--- src/rtl/student_coeff_reader_pkg.sv ---
// Shared types and constants for the coefficient BRAM read sequencer.
// Holds the FSM state type, the default buffer entry layout and the buffer depth.
package student_coeff_reader_pkg;

    localparam int unsigned DefAddrWidth     = 10;
    localparam int unsigned DefCoeffDataSize = 16;
    localparam int unsigned BufDepth         = 2;

    typedef enum logic [1:0] {
        StIdle,
        StFetch,
        StDrain
    } state_e;

    // Default-sized entry layout; the top packs entries in this same field order.
    typedef struct packed {
        logic [DefCoeffDataSize-1:0] coeff;
        logic [DefAddrWidth-1:0]     idx;
        logic                        last;
    } buf_entry_t;

endpackage

--- src/rtl/student_coeff_skid_fifo.sv ---
// Two-entry valid/ready FIFO whose head is the output.
// Exposes its occupancy so the producer can run a credit check.
module student_coeff_skid_fifo
    import student_coeff_reader_pkg::*;
#(
    parameter int unsigned Width = 27
) (
    input  logic             clk_i,
    input  logic             rst_i,
    input  logic             push_i,
    input  logic [Width-1:0] push_data_i,
    input  logic             pop_i,
    output logic             valid_o,
    output logic [Width-1:0] head_o,
    output logic [1:0]       count_o
);

    localparam logic [1:0] Full = 2'(BufDepth);

    logic [Width-1:0] r_mem0;
    logic [Width-1:0] r_mem1;
    logic [1:0]       r_count;
    logic             w_pop;
    logic             w_push;

    assign w_pop  = pop_i && (r_count != 2'd0);
    assign w_push = push_i && ((r_count != Full) || w_pop);

    always_ff @(posedge clk_i) begin
        if (rst_i) begin
            r_mem0  <= '0;
            r_mem1  <= '0;
            r_count <= 2'd0;
        end else begin
            unique case ({w_push, w_pop})
                2'b10: begin
                    if (r_count == 2'd0) begin
                        r_mem0 <= push_data_i;
                    end else begin
                        r_mem1 <= push_data_i;
                    end
                    r_count <= r_count + 2'd1;
                end
                2'b01: begin
                    r_mem0  <= r_mem1;
                    r_count <= r_count - 2'd1;
                end
                2'b11: begin
                    // Occupancy is unchanged; only the slot the new word lands in differs.
                    if (r_count == 2'd1) begin
                        r_mem0 <= push_data_i;
                    end else begin
                        r_mem0 <= r_mem1;
                        r_mem1 <= push_data_i;
                    end
                end
                default: begin
                end
            endcase
        end
    end

    assign valid_o = (r_count != 2'd0);
    assign head_o  = r_mem0;
    assign count_o = r_count;

endmodule

--- src/rtl/student_coeff_reader.sv ---
// Read-side sequencer for the coefficient BRAM: fetches a programmable run of words
// and streams them out as valid/ready beats tagged with index and last.
module student_coeff_reader
    import student_coeff_reader_pkg::*;
#(
    parameter int unsigned AddrWidth     = DefAddrWidth,
    parameter int unsigned CoeffDataSize = DefCoeffDataSize
) (
    input  logic                     clk_i,
    input  logic                     rst_i,
    input  logic                     start_i,
    input  logic [AddrWidth-1:0]     base_addr_i,
    input  logic [AddrWidth:0]       num_taps_i,
    output logic                     busy_o,
    output logic                     done_o,
    output logic                     enb_o,
    output logic [AddrWidth-1:0]     addrb_o,
    input  logic [CoeffDataSize-1:0] dob_i,
    output logic [CoeffDataSize-1:0] coeff_o,
    output logic                     coeff_valid_o,
    input  logic                     coeff_ready_i,
    output logic                     coeff_last_o,
    output logic [AddrWidth-1:0]     coeff_idx_o
);

    localparam int unsigned EntryWidth = CoeffDataSize + AddrWidth + 1;

    state_e                r_state;
    state_e                w_state_next;
    logic [AddrWidth-1:0]  r_base;
    logic [AddrWidth:0]    r_num;
    logic [AddrWidth:0]    r_issued;
    logic                  r_inflight;
    logic [AddrWidth-1:0]  r_rd_idx;
    logic                  r_rd_last;
    logic                  r_done;

    logic                  w_fifo_valid;
    logic [EntryWidth-1:0] w_head;
    logic [1:0]            w_occ;
    logic                  w_hs;
    logic                  w_last_hs;
    logic [2:0]            w_pending;
    logic                  w_issue;
    logic                  w_issue_last;
    logic                  w_start_run;
    logic                  w_start_empty;

    assign w_hs          = w_fifo_valid && coeff_ready_i;
    assign w_last_hs     = w_hs && w_head[0];
    assign w_start_run   = (r_state == StIdle) && start_i && (num_taps_i != '0);
    assign w_start_empty = (r_state == StIdle) && start_i && (num_taps_i == '0);

    // The beat leaving this cycle frees its slot, which keeps the stream bubble-free.
    assign w_pending    = 3'(w_occ) + 3'(r_inflight) - 3'(w_hs);
    assign w_issue      = (r_state == StFetch) && (r_issued < r_num)
                          && (w_pending < 3'(BufDepth));
    assign w_issue_last = w_issue && (r_issued == r_num - 1'b1);

    always_ff @(posedge clk_i) begin
        if (rst_i) begin
            r_state <= StIdle;
        end else begin
            r_state <= w_state_next;
        end
    end

    always_comb begin
        w_state_next = r_state;
        unique case (r_state)
            StIdle:  if (w_start_run)  w_state_next = StFetch;
            StFetch: if (w_issue_last) w_state_next = StDrain;
            StDrain: if (w_last_hs)    w_state_next = StIdle;
            default: w_state_next = StIdle;
        endcase
    end

    always_comb begin
        busy_o  = (r_state != StIdle);
        enb_o   = w_issue;
        addrb_o = r_base + r_issued[AddrWidth-1:0];
        done_o  = r_done;
    end

    always_ff @(posedge clk_i) begin
        if (rst_i) begin
            r_base     <= '0;
            r_num      <= '0;
            r_issued   <= '0;
            r_inflight <= 1'b0;
            r_rd_idx   <= '0;
            r_rd_last  <= 1'b0;
            r_done     <= 1'b0;
        end else begin
            if (w_start_run) begin
                r_base   <= base_addr_i;
                r_num    <= num_taps_i;
                r_issued <= '0;
            end else if (w_issue) begin
                r_issued <= r_issued + 1'b1;
            end
            // Tags travel with the read so the returning word lands with its index.
            r_inflight <= w_issue;
            r_rd_idx   <= r_issued[AddrWidth-1:0];
            r_rd_last  <= w_issue_last;
            r_done     <= w_start_empty || ((r_state == StDrain) && w_last_hs);
        end
    end

    student_coeff_skid_fifo #(
        .Width(EntryWidth)
    ) u_fifo (
        .clk_i       (clk_i),
        .rst_i       (rst_i),
        .push_i      (r_inflight),
        .push_data_i ({dob_i, r_rd_idx, r_rd_last}),
        .pop_i       (coeff_ready_i),
        .valid_o     (w_fifo_valid),
        .head_o      (w_head),
        .count_o     (w_occ)
    );

    assign coeff_valid_o = w_fifo_valid;
    assign coeff_o       = w_head[EntryWidth-1 -: CoeffDataSize];
    assign coeff_idx_o   = w_head[AddrWidth:1];
    assign coeff_last_o  = w_head[0] && w_fifo_valid;

endmodule
--- config.mk ---
export PLATFORM = sky130hd
export DESIGN_NAME = student_coeff_reader
export DESIGN_NICKNAME = d
export VERILOG_FILES = /design/src/rtl/student_coeff_reader_pkg.sv /design/src/rtl/student_coeff_skid_fifo.sv /design/src/rtl/student_coeff_reader.sv
export SDC_FILE = /design/constraint.sdc
export NUM_CORES = 1
export LEC_CHECK = 0
export ABC_AREA = 1
export ABC_CLOCK_PERIOD_IN_PS = 2500
export BUFFER_PORTS_ARGS = -buffer_cell sky130_fd_sc_hd__buf_2
export CORE_MARGIN = 10
export CORE_UTILIZATION = 38
export CTS_CLUSTER_DIAMETER = 200
export DETAILED_ROUTE_END_ITERATION = 10
export GPL_ROUTABILITY_DRIVEN = 0
export SLEW_MARGIN = 25
export SYNTH_ARGS = -nofsm -noshare
export SYNTH_HDL_FRONTEND = slang
export SYNTH_SLANG_ARGS = --single-unit
--- constraint.sdc ---
create_clock -name clk_i -period 2.5 [get_ports clk_i]
set_input_delay 0.125 -clock clk_i [delete_from_list [all_inputs] [get_ports clk_i]]
set_output_delay 0.125 -clock clk_i [all_outputs]
set_load 0.005 [all_outputs]
## Word level (Yosys, flattened, before mapping)

Index checks and enable logic that the tools add are counted.

| word-level totals | value |
|---|---|
| bits in registers | 103 |
| input bits | 41 |
| word-level logic and storage cells | 71 |

| cells by class | value |
|---|---|
| add/sub/neg operators | 7 |
| magnitude comparators | 2 |
| equal/unequal tests | 14 |
| muxes and demuxes | 11 |
| reductions and logical operators | 26 |

Operators by type and width:

| operator | number |
|---|---|
| 27-bit 2-to-1 mux | 4 |
| 27-bit case mux with 3 select lines | 1 |
| 27-bit case mux with 2 select lines | 1 |
| 2-bit inequality test, second input constant | 6 |
| 11-bit by 1-bit adder with 11-bit output, second input constant | 1 |
| 11-bit == test | 1 |
| 1-bit logical AND | 11 |
| 11-bit zero test | 1 |
| 11-bit < comparator | 1 |
| 11-bit nonzero test | 1 |
| 11-bit by 1-bit subtractor with 11-bit output, second input constant | 1 |
| 10-bit adder | 1 |
| 2-bit nonzero test | 4 |
| 2-bit by 1-bit == test with 1-bit output, second input constant | 3 |
| 2-bit == test, second input constant | 3 |
| 2-bit 2-to-1 mux | 3 |
| 2-bit case mux with 3 select lines | 1 |
| 3-bit AND reduction | 2 |
| 2-bit zero test | 2 |
| 2-bit case mux with 2 select lines | 1 |
| 2-bit by 1-bit adder with 3-bit output | 1 |
| 3-bit by 2-bit < comparator with 1-bit output, second input constant | 1 |
| 3-bit nonzero test | 1 |
| 3-bit by 1-bit subtractor with 3-bit output | 1 |
| other kinds (6) | 7 |

## Longest topological paths before layout

Gate-level depths: netlist of the first run.

| depth | value |
|---|---|
| depth in word-level cells | 8 |
| gate-level depth with buffers | 15 |

## Hierarchy

Synthesis of the first run repeated with hierarchy kept, for this count alone.

| second synthesis, totals | value |
|---|---|
| cells, all modules | 823 |
| area total of the unflattened synthesis | 5,813.1 µm² |

Modules (own cells, without submodules):

| module | times used | cells an instance | area an instance (µm²) |
|---|---|---|---|
| student_coeff_skid_fifo | 1 | 409 | 2,922.8 |
| student_coeff_reader | 1 | 414 | 2,890.3 |

## Worst setup path after synthesis of the first run

No wires, ideal clock.

| path | value |
|---|---|
| kind | flip-flop to flip-flop |
| from | register u_fifo.r_count[1], in the netlist u_fifo.count_o[1] |
| to | register r_issued[4] |
| library setup time | 120 ps |
| data arrival time | 2,473 ps |
| required time | 2,380 ps |
| setup slack | -93 ps |
| cell stages (with the launch flop) | 16 |
| path buffers | 1 |
| cell sequence | dfxtp_1 inv_1 ha_1 inv_2 nand2_4 inv_2 ha_1 or2_2 fa_1 xnor2_1 nand2_1 nor2_4 buf_4 nand2_1 nand2_1 a21oi_1 |

| between the ends | value |
|---|---|
| longest elaborated chain between the ends | 5 |
| elaborated cells between the ends (all ways) | 6 |
| classes of those cells | add/sub: 2; order compare: 1; reduce/logical: 3 |

Ends and longest elaborated chain:

| item | line | text |
|---|---|---|
| start, declared | student_coeff_skid_fifo.sv:22 | `logic [1:0] r_count;` |
| start signal, assigned | student_coeff_skid_fifo.sv:42 | `r_count <= r_count + 2'd1;` |
| start signal, assigned | student_coeff_skid_fifo.sv:46 | `r_count <= r_count - 2'd1;` |
| 2-bit nonzero test | student_coeff_skid_fifo.sv:63 | `assign valid_o = (r_count != 2'd0);` |
| via coeff_valid_o | student_coeff_reader.sv:20 | `output logic coeff_valid_o,` |
| 1-bit logical AND | student_coeff_reader.sv:49 | `assign w_hs = w_fifo_valid && coeff_ready_i;` |
| 3-bit by 1-bit subtractor with 3-bit output | student_coeff_reader.sv:55 | `assign w_pending = 3'(w_occ) + 3'(r_inflight) - 3'(w_hs);` |
| 3-bit by 2-bit < comparator with 1-bit output | student_coeff_reader.sv:57 | `&& (w_pending < 3'(BufDepth));` |
| 1-bit logical AND | student_coeff_reader.sv:57 |  |
| via enb_o | student_coeff_reader.sv:16 | `output logic enb_o,` |
| end signal, assigned | student_coeff_reader.sv:100 | `r_issued <= r_issued + 1'b1;` |
| end, declared | student_coeff_reader.sv:32 | `logic [AddrWidth:0] r_issued;` |

The timed path passes the listed nets, and every way through them passes these cells.
A chain may end at the register's enable or synchronous reset.

## Final worst setup path of the first run

| path | value |
|---|---|
| from | register u_fifo.r_count[0], in the netlist u_fifo.count_o[0] |
| to | output enb_o |

| between the ends | value |
|---|---|
| longest elaborated chain between the ends | 5 |
| elaborated cells between the ends (all ways) | 6 |
| classes of those cells | add/sub: 2; order compare: 1; reduce/logical: 3 |

Ends and longest elaborated chain:

| item | line |
|---|---|
| parallel branches: the longest is 2 deep, another holds 2-bit by 1-bit adder with 3-bit output | n/a |
| 3-bit by 1-bit subtractor with 3-bit output * | student_coeff_reader.sv:55 |
| 3-bit by 2-bit < comparator with 1-bit output * | student_coeff_reader.sv:57 |
| 1-bit logical AND * | student_coeff_reader.sv:57 |
| end, declared | student_coeff_reader.sv:16 |

Every way passes the cells marked *.

==> results of run 1 <==
registers in the layout (all words and copies together) (netlist names):
signal / flops
u_fifo.head_o: 27
r_rd_last: 1
u_fifo.r_mem1: 27
r_rd_idx: 10
u_fifo.count_o: 2
r_base: 10
r_num: 11
r_state: 2
done_o: 1
r_issued: 11
r_inflight: 1
path summary, 6_finish.rpt:
| path | from | end | slack [ps] | cells past startpoint |
|---|---|---|---|---|
| hold / removal | base_addr_i[8] | r_base[8] | 20 | 3 |
| hold reg to reg | r_rd_idx[5] | u_fifo.r_mem1[6] | 450 | 2 |
| setup reg to reg | u_fifo.count_o[0] | r_issued[2] | 10 | 15 |
| setup / recovery | u_fifo.count_o[0] | enb_o | -30 | 12 |
cells in the mapped netlist (all sizes together) (2+ instances only):
| library cell | n |
|---|---|
| dfxtp | 103 |
| nand2 | 114 |
| buf | 42 |
| nor2 | 62 |
| ha | 26 |
| o21ai | 112 |
| nand3b | 2 |
| clkbuf | 13 |
| xnor2 | 7 |
| nand4 | 6 |
| nor3 | 10 |
| a21oi | 94 |
| o211ai | 2 |
| nor4 | 2 |
| nand3 | 20 |
| xor2 | 16 |
| fa | 2 |
| inv | 80 |
what timing repair did:
item / 4_1_cts / 5_1_grt
buffers inserted: 4 / 2
endpoints found under the setup margin: 13 / 18
gates resized for setup: 12 / 20
pin swaps: 6 / 5
routing by layer:
layer / vias up / share of wire / global-route usage
li1: 2462 / - / -
met5: - / 0 / 0
met2: 84 / 0.45 / 0.2088
met1: 1946 / 0.49 / 0.1613
met3: 14 / 0.045 / 0.03801
met4: 0 / 0.0092 / 0.03163
kinds of logic (layout without fill, tap and decap cells):
logic type | after synthesis | count (layout) | share of synthesized area
compound gates | 212 | 212 | 0.2038
xor+xnor | 23 | 23 | 0.03788
fa+ha+maj | 28 | 28 | 0.06871
buf+inv | 136 | 204 | 0.1219
flops | 103 | 103 | 0.3878
simple gates | 217 | 217 | 0.1800
critical path: cells and delay by family, from the launching register on:
kind	cells	cell delay, ps
flops	1	340
simple gates	4	470
fa+ha+maj	3	880
buf+inv	5	370
layout make-up:
type,count,area share
Clock buffer,10,0.03836
Clock inverter,6,0.01245
Inverter,81,0.05041
Multi-Input combinational cell,480,0.4288
Sequential cell,103,0.3320
Tap cell,180,0.03615
Timing Repair Buffer,107,0.1018
cells in the final DEF (no fill, tap or decap), types with 2 or more instances in the layout:
cell type,Yosys,layout
a21oi_1,93,92
a21oi_2,1,2
buf_2,11,80
buf_4,27,22
buf_6,3,3
clkbuf_16,0,9
dfxtp_1,103,98
dfxtp_2,0,5
ha_1,26,24
ha_4,0,2
inv_1,76,73
inv_2,4,4
inv_4,0,2
inv_6,0,3
nand2_1,108,106
nand2_2,5,7
nand3_1,19,19
nand3b_1,2,2
nand4_1,6,6
nor2_1,55,54
nor2_2,4,5
nor2_4,3,3
nor3_1,9,9
nor4_2,2,2
o211ai_1,2,2
o21ai_0,106,101
o21ai_1,5,8
o21ai_2,1,3
xnor2_1,7,6
xor2_1,16,16
metrics by stage:
step / TNS [ps] / instances / power (uW) / util
after global routing: -532.7 / 967 / 6176 / 0.4523
after floorplan: 0 / 719 / 3694 / -
after CTS: -141.1 / 965 / 5694 / 0.4474
after global placement: 0 / 945 / 4061 / 0.4190
after detailed placement: -249.8 / 945 / 4082 / 0.4190
final: -33.04 / 967 / 5720 / 0.4523
where the power goes:
part | internal [uW] | total, uW | switching [uW]
clock | 820 | 1480 | 662
sequential | 2030 | 2220 | 186
combinational | 867 | 2020 | 1150
total | 3720 | 5720 | 2000
==> results.ini, run 1 <==
[yosys]
synth_nets=788
synthTopCellsByArea=dfxtp_1, o21ai_0, a21oi_1, nand2_1, ha_1
synth_edf_count=0
synth_top_area_cell=dfxtp_1
synthesis.area_um2=5318
seq_area_frac_synth=0.3878
yosys_warnings=0
ys_async_sr_fraction=0
avgSynthCellArea_um2=7.396
synth-main-ff-cell=dfxtp_1
synthCells=719
ys_ff_latch=103
yosysTopAreaCellShare=0.3878
netlist-cell-type-count=37

[timing]
whs_ps=17.34
tightestPinTransition_ps=464.3
slew_headroom=0.6904
fin_crit_sh=1.013
finalHoldViolCount=0
setup_viol=1
layout_setup_ws_ps=-33.04
period_needed_ps=2533
report.final.slew_viol_count=0
fin_worst_skew_ps=9.365
rsz0062_at_grt=true
clock.fmax_ghz=0.3948

[die]
fp.coreArea_um2=13770
die_y_um=138.3
ioPinCount=82
fp.dieArea_um2=19130
start_util=0.3861
die_x_um=138.3
row_count=43

[layout]
layout.nets=851
area_growth_pct=17.15
register_area_um2=2068
multiInputGateArea_um2=2671
postLayoutCellArea_um2=6230
diodes=0
fillCellCount=1478
drive_gt1_frac=0.2097

[clocking]
ctsHtreeMaxLevel=3
numCtsBuffers=9
path_clk_slew_ps=70
cts_tree=built
hold_buffers=0
clk_latency_ps=350
cts_sinks=103
root_buffer=clkbuf_16
clk_path_buf_depth=2

[power_and_ir_drop]
peakVddDrop_v=0.0003732
leakagePower_uw=0.002851
power_density_nw_per_um2=918.2

[worst_setup_path]
slowest_delay_ps=540
path_cells=inv_2, ha_4, inv_4, nand2_4, inv_4, ha_4, or2_4, fa_2, nand2_2, nor2_4, buf_6, buf_6
cp_data_required_time_ps=2380
critPathMaxFanout=2
worstSetupStartpointType=flop
critPathCaptureType=output pin
worstSetupPathType=flop to output pin
worstPathArrival_ps=2410
crit_slowest_cell=fa_2

[detailed_routing]
ant_nets=0
drc=0
vias=4506
viasPerCell=4.660
wl_per_cell_um=12.77
wirelength_mm=12.35
drt-pass1-iter-count=4
dr.first_iter.drc_count=199

[grt]
grt-ovfl-total=0
grt_pass1_vias=4403
grt_pass1_wl_mm=21.09
antenna_found_initial=0
grt_usage=0.1280
grt_max_degree=55

[status]
violations=negative setup slack
outcome=finished with violations

[hold_path]
hp-class=input port to flop

[placed_design]
dp_hpwl_mm=9.147
placed_area_um2=5771
port_buffers=81
dp_slack_ps=-51.91

[run]
cap_violations=0

(Power assumes the default switching activity.)
==> run 2: changes to the inputs <==
- ABC_AREA: 1 -> unset
==> run 2 against run 1 <==
  * Clock power decreased by 6%
  * The flow still finishes with violations (negative setup slack)
  * Combinational power decreased by 2%
  * Fmax decreased by 10%
==> results.ini, run 2 <==
[yosys]
synth_simple_gate_area_frac=0.1897  ; +0.009676
synth_xor_area_frac=0.04618  ; +0.008293
synthTopCellsByArea=dfxtp_1, mux2i_1, ha_1, nor2_1, a211oi_1
synth_fa_ha_area_frac=0.06915  ; +0.0004393
synthCells=601  ; -16%
synthesis.area_um2=5284  ; -0.64%
muxShareOfSynthArea=0.1080  ; +0.1080
avgSynthCellArea_um2=8.792  ; +19%
yosys_warnings=0  ; unchanged
synth_compound_area_frac=0.1186  ; -0.08513
yosysTopAreaCellShare=0.3902  ; +0.002479
synth-main-ff-cell=dfxtp_1
synth_nets=670  ; -15%
yosysMostFrequentCell=dfxtp_1
ys_ff_latch=103  ; unchanged
synth_top_family_by_area=simple AND/OR/NAND/NOR gates
synth_edf_count=0  ; unchanged
synthTopCellsByCount=dfxtp_1, nor2_1, mux2i_1, nand2_1, a21oi_1
netlist-cell-type-count=54  ; +46%
synth_top_area_cell=dfxtp_1
seq_area_frac_synth=0.3902  ; +0.002479
ys_async_sr_fraction=0  ; unchanged

[timing]
layout_setup_ws_ps=-327.0  ; -294.0 ps
whs_ps=13.96  ; -3.384 ps
tightestPinTransition_ps=785.2  ; +320.9 ps
setup_viol=15  ; +14
fin_crit_sh=1.131  ; +0.1176
rsz0062_at_grt=true
clock.fmax_ghz=0.3537  ; -10%
period_needed_ps=2827  ; +294.0 ps
fin_setup_tns_ps=-3241  ; -3208 ps
fin_worst_skew_ps=6.687  ; -2.678 ps
finalHoldViolCount=0  ; unchanged
slew_headroom=0.4765  ; -0.2139
report.final.slew_viol_count=0  ; unchanged

[die]
die_x_um=137.9  ; -0.27%
row_count=43  ; unchanged
start_util=0.3836  ; -0.002453
ioPinCount=82  ; unchanged
fp.dieArea_um2=19020  ; -0.54%
fp.coreArea_um2=13770  ; unchanged
die_y_um=137.9  ; -0.27%

[detailed_routing]
drt-pass1-iter-count=4  ; unchanged
vias=4258  ; -5.5%
drc=0  ; unchanged
wirelength_mm=12.31  ; -0.33%
viasPerCell=4.963  ; +6.5%
ant_nets=0  ; unchanged
wl_per_cell_um=14.35  ; +12%
dr.first_iter.drc_count=264  ; +33%

[layout]
register_area_um2=2078  ; +0.48%
final_common_cell=dfxtp_1
fillCellCount=1367  ; -7.5%
drive_gt1_frac=0.2611  ; +0.05141
multiInputGateArea_um2=2937  ; +9.9%
postLayoutCellArea_um2=6365  ; +2.2%
diodes=0  ; unchanged
layout.nets=742  ; -13%
mostFrequentLayoutCells=dfxtp_1, nor2_1, buf_2
area_growth_pct=20.46

[clocking]
numCtsBuffers=9  ; unchanged
clk_path_buf_depth=2  ; unchanged
cts_sinks=103  ; unchanged
clk_latency_ps=340  ; about the same
cts_tree=built
root_buffer=clkbuf_16
ctsHtreeMaxLevel=3  ; unchanged
path_clk_slew_ps=60  ; about the same
hold_buffers=0  ; unchanged

[worst_setup_path]
worstSetupStartpointType=flop
cp_data_required_time_ps=2380  ; about the same
worstPathArrival_ps=2700  ; +290 ps
rr_endpoint=r_issued[9]
startpoint=u_fifo.count_o[1]
critPathCaptureType=output pin
rrSetupSlack_ps=-310  ; -320 ps
critPathMaxFanout=3  ; +1
reg2reg_depth=14  ; -1
rr_startpoint=u_fifo.count_o[1]
crit_path_end=enb_o
worstSetupPathType=flop to output pin

[grt]
antenna_found_initial=0  ; unchanged
grt-ovfl-total=0  ; unchanged
grt_pass1_wl_mm=20.24  ; -4.0%
grt_pass1_vias=4246  ; -3.6%
grt_usage=0.1309  ; +0.002854
grt_max_degree=70  ; +27%

[status]
outcome=finished with violations
violations=negative setup slack

[power_and_ir_drop]
leakagePower_uw=0.002964  ; +4.0%
peakVddDrop_v=0.0004047  ; +8.5%
total_power_uw=5427  ; -5.1%
power_density_nw_per_um2=852.7  ; -7.1%

[placed_design]
dp_slack_ps=-378.0  ; -326.1 ps
dp_hpwl_mm=9.168  ; +0.24%
placed_area_um2=5904  ; +2.3%
port_buffers=81  ; unchanged

[hold_path]
hp-class=input port to flop

[run]
cap_violations=0  ; unchanged

run 2: cell types whose count changed in the layout (fill, tap and decap cells not counted), moves of 6 or more:
cell      delta
a211oi_1    +30
a21oi_1     -61
buf_4        +6
inv_1       -53
mux2i_1     +57
nand2_1     -56
nand3_1     -13
nor2_1      +31
nor2b_1     +11
o21ai_0     -89
or3_1        +6
xnor2_1     +10
xor2_1       -8
run 2: layout make-up:
type                            instances  share of cell area
Clock buffer                           11             0.03656
Clock inverter                          5             0.01003
Inverter                               25             0.01592
Multi-Input combinational cell        418              0.4614
Sequential cell                       103              0.3265
Tap cell                              180             0.03538
Timing Repair Buffer                  116              0.1142
run 2: logic make-up after synthesis:
logic type / count (synthesis)
buffers and inverters: 80
and+or+nand+nor: 209
adders and majority gates: 28
AOI/OAI and AO/OA: 97
DFF: 103
xor gates and xnor gates: 27
muxes: 57
run 2: power breakdown:
| group | switching, uW | internal, uW | leakage [uW] |
|---|---|---|---|
| logic | 1010 | 967 | 0.00198 |
| clock network | 608 | 786 | 0.000141 |
| registers | 150 | 1910 | 0.000841 |
run 2: critical path: stages, from the launching register on:
cell	delay, ps
dfxtp_4	360
inv_4	40
ha_4	160
inv_4	60
nand2_4	50
inv_4	50
ha_4	180
nand2b_4	130
fa_1	470
or2b_4	270
nor4_4	200
and2_4	220
buf_6	90
buf_6	80
run 2: worst min path at each step:
stage | end | startpoint | slack, ps | depth (start not counted)
2_1_floorplan | r_base[0] | base_addr_i[0] | 260 | 2
3_3_place_gp | r_base[2] | base_addr_i[2] | 370 | 3
3_5_place_dp | r_base[3] | base_addr_i[3] | 370 | 3
4_1_cts | r_base[3] | base_addr_i[3] | 3 | 3
5_1_grt | r_base[3] | base_addr_i[3] | 10 | 3
6_report | r_base[0] | base_addr_i[0] | 10 | 3
run 2: metal layers:
metal	vias up	global-route usage	share of wire
met5	-	0	0
met4	0	0.04693	0.015
met3	16	0.03768	0.064
met2	97	0.2164	0.46
met1	1962	0.1582	0.46
li1	2183	-	-
run 2: repair_timing:
item,4_1_cts,5_1_grt
setup buffers,2,7
gates cloned,0,0
pin swaps,7,11
resized for setup,12,20
endpoints found under the setup margin,20,20
run 2: stage by stage:
stage / util / instances
final: 0.4621 / 858
after global routing: 0.4621 / 858
after CTS: 0.4529 / 852
after detailed placement: 0.4287 / 835
after global placement: 0.4287 / 835
after floorplan: - / 601
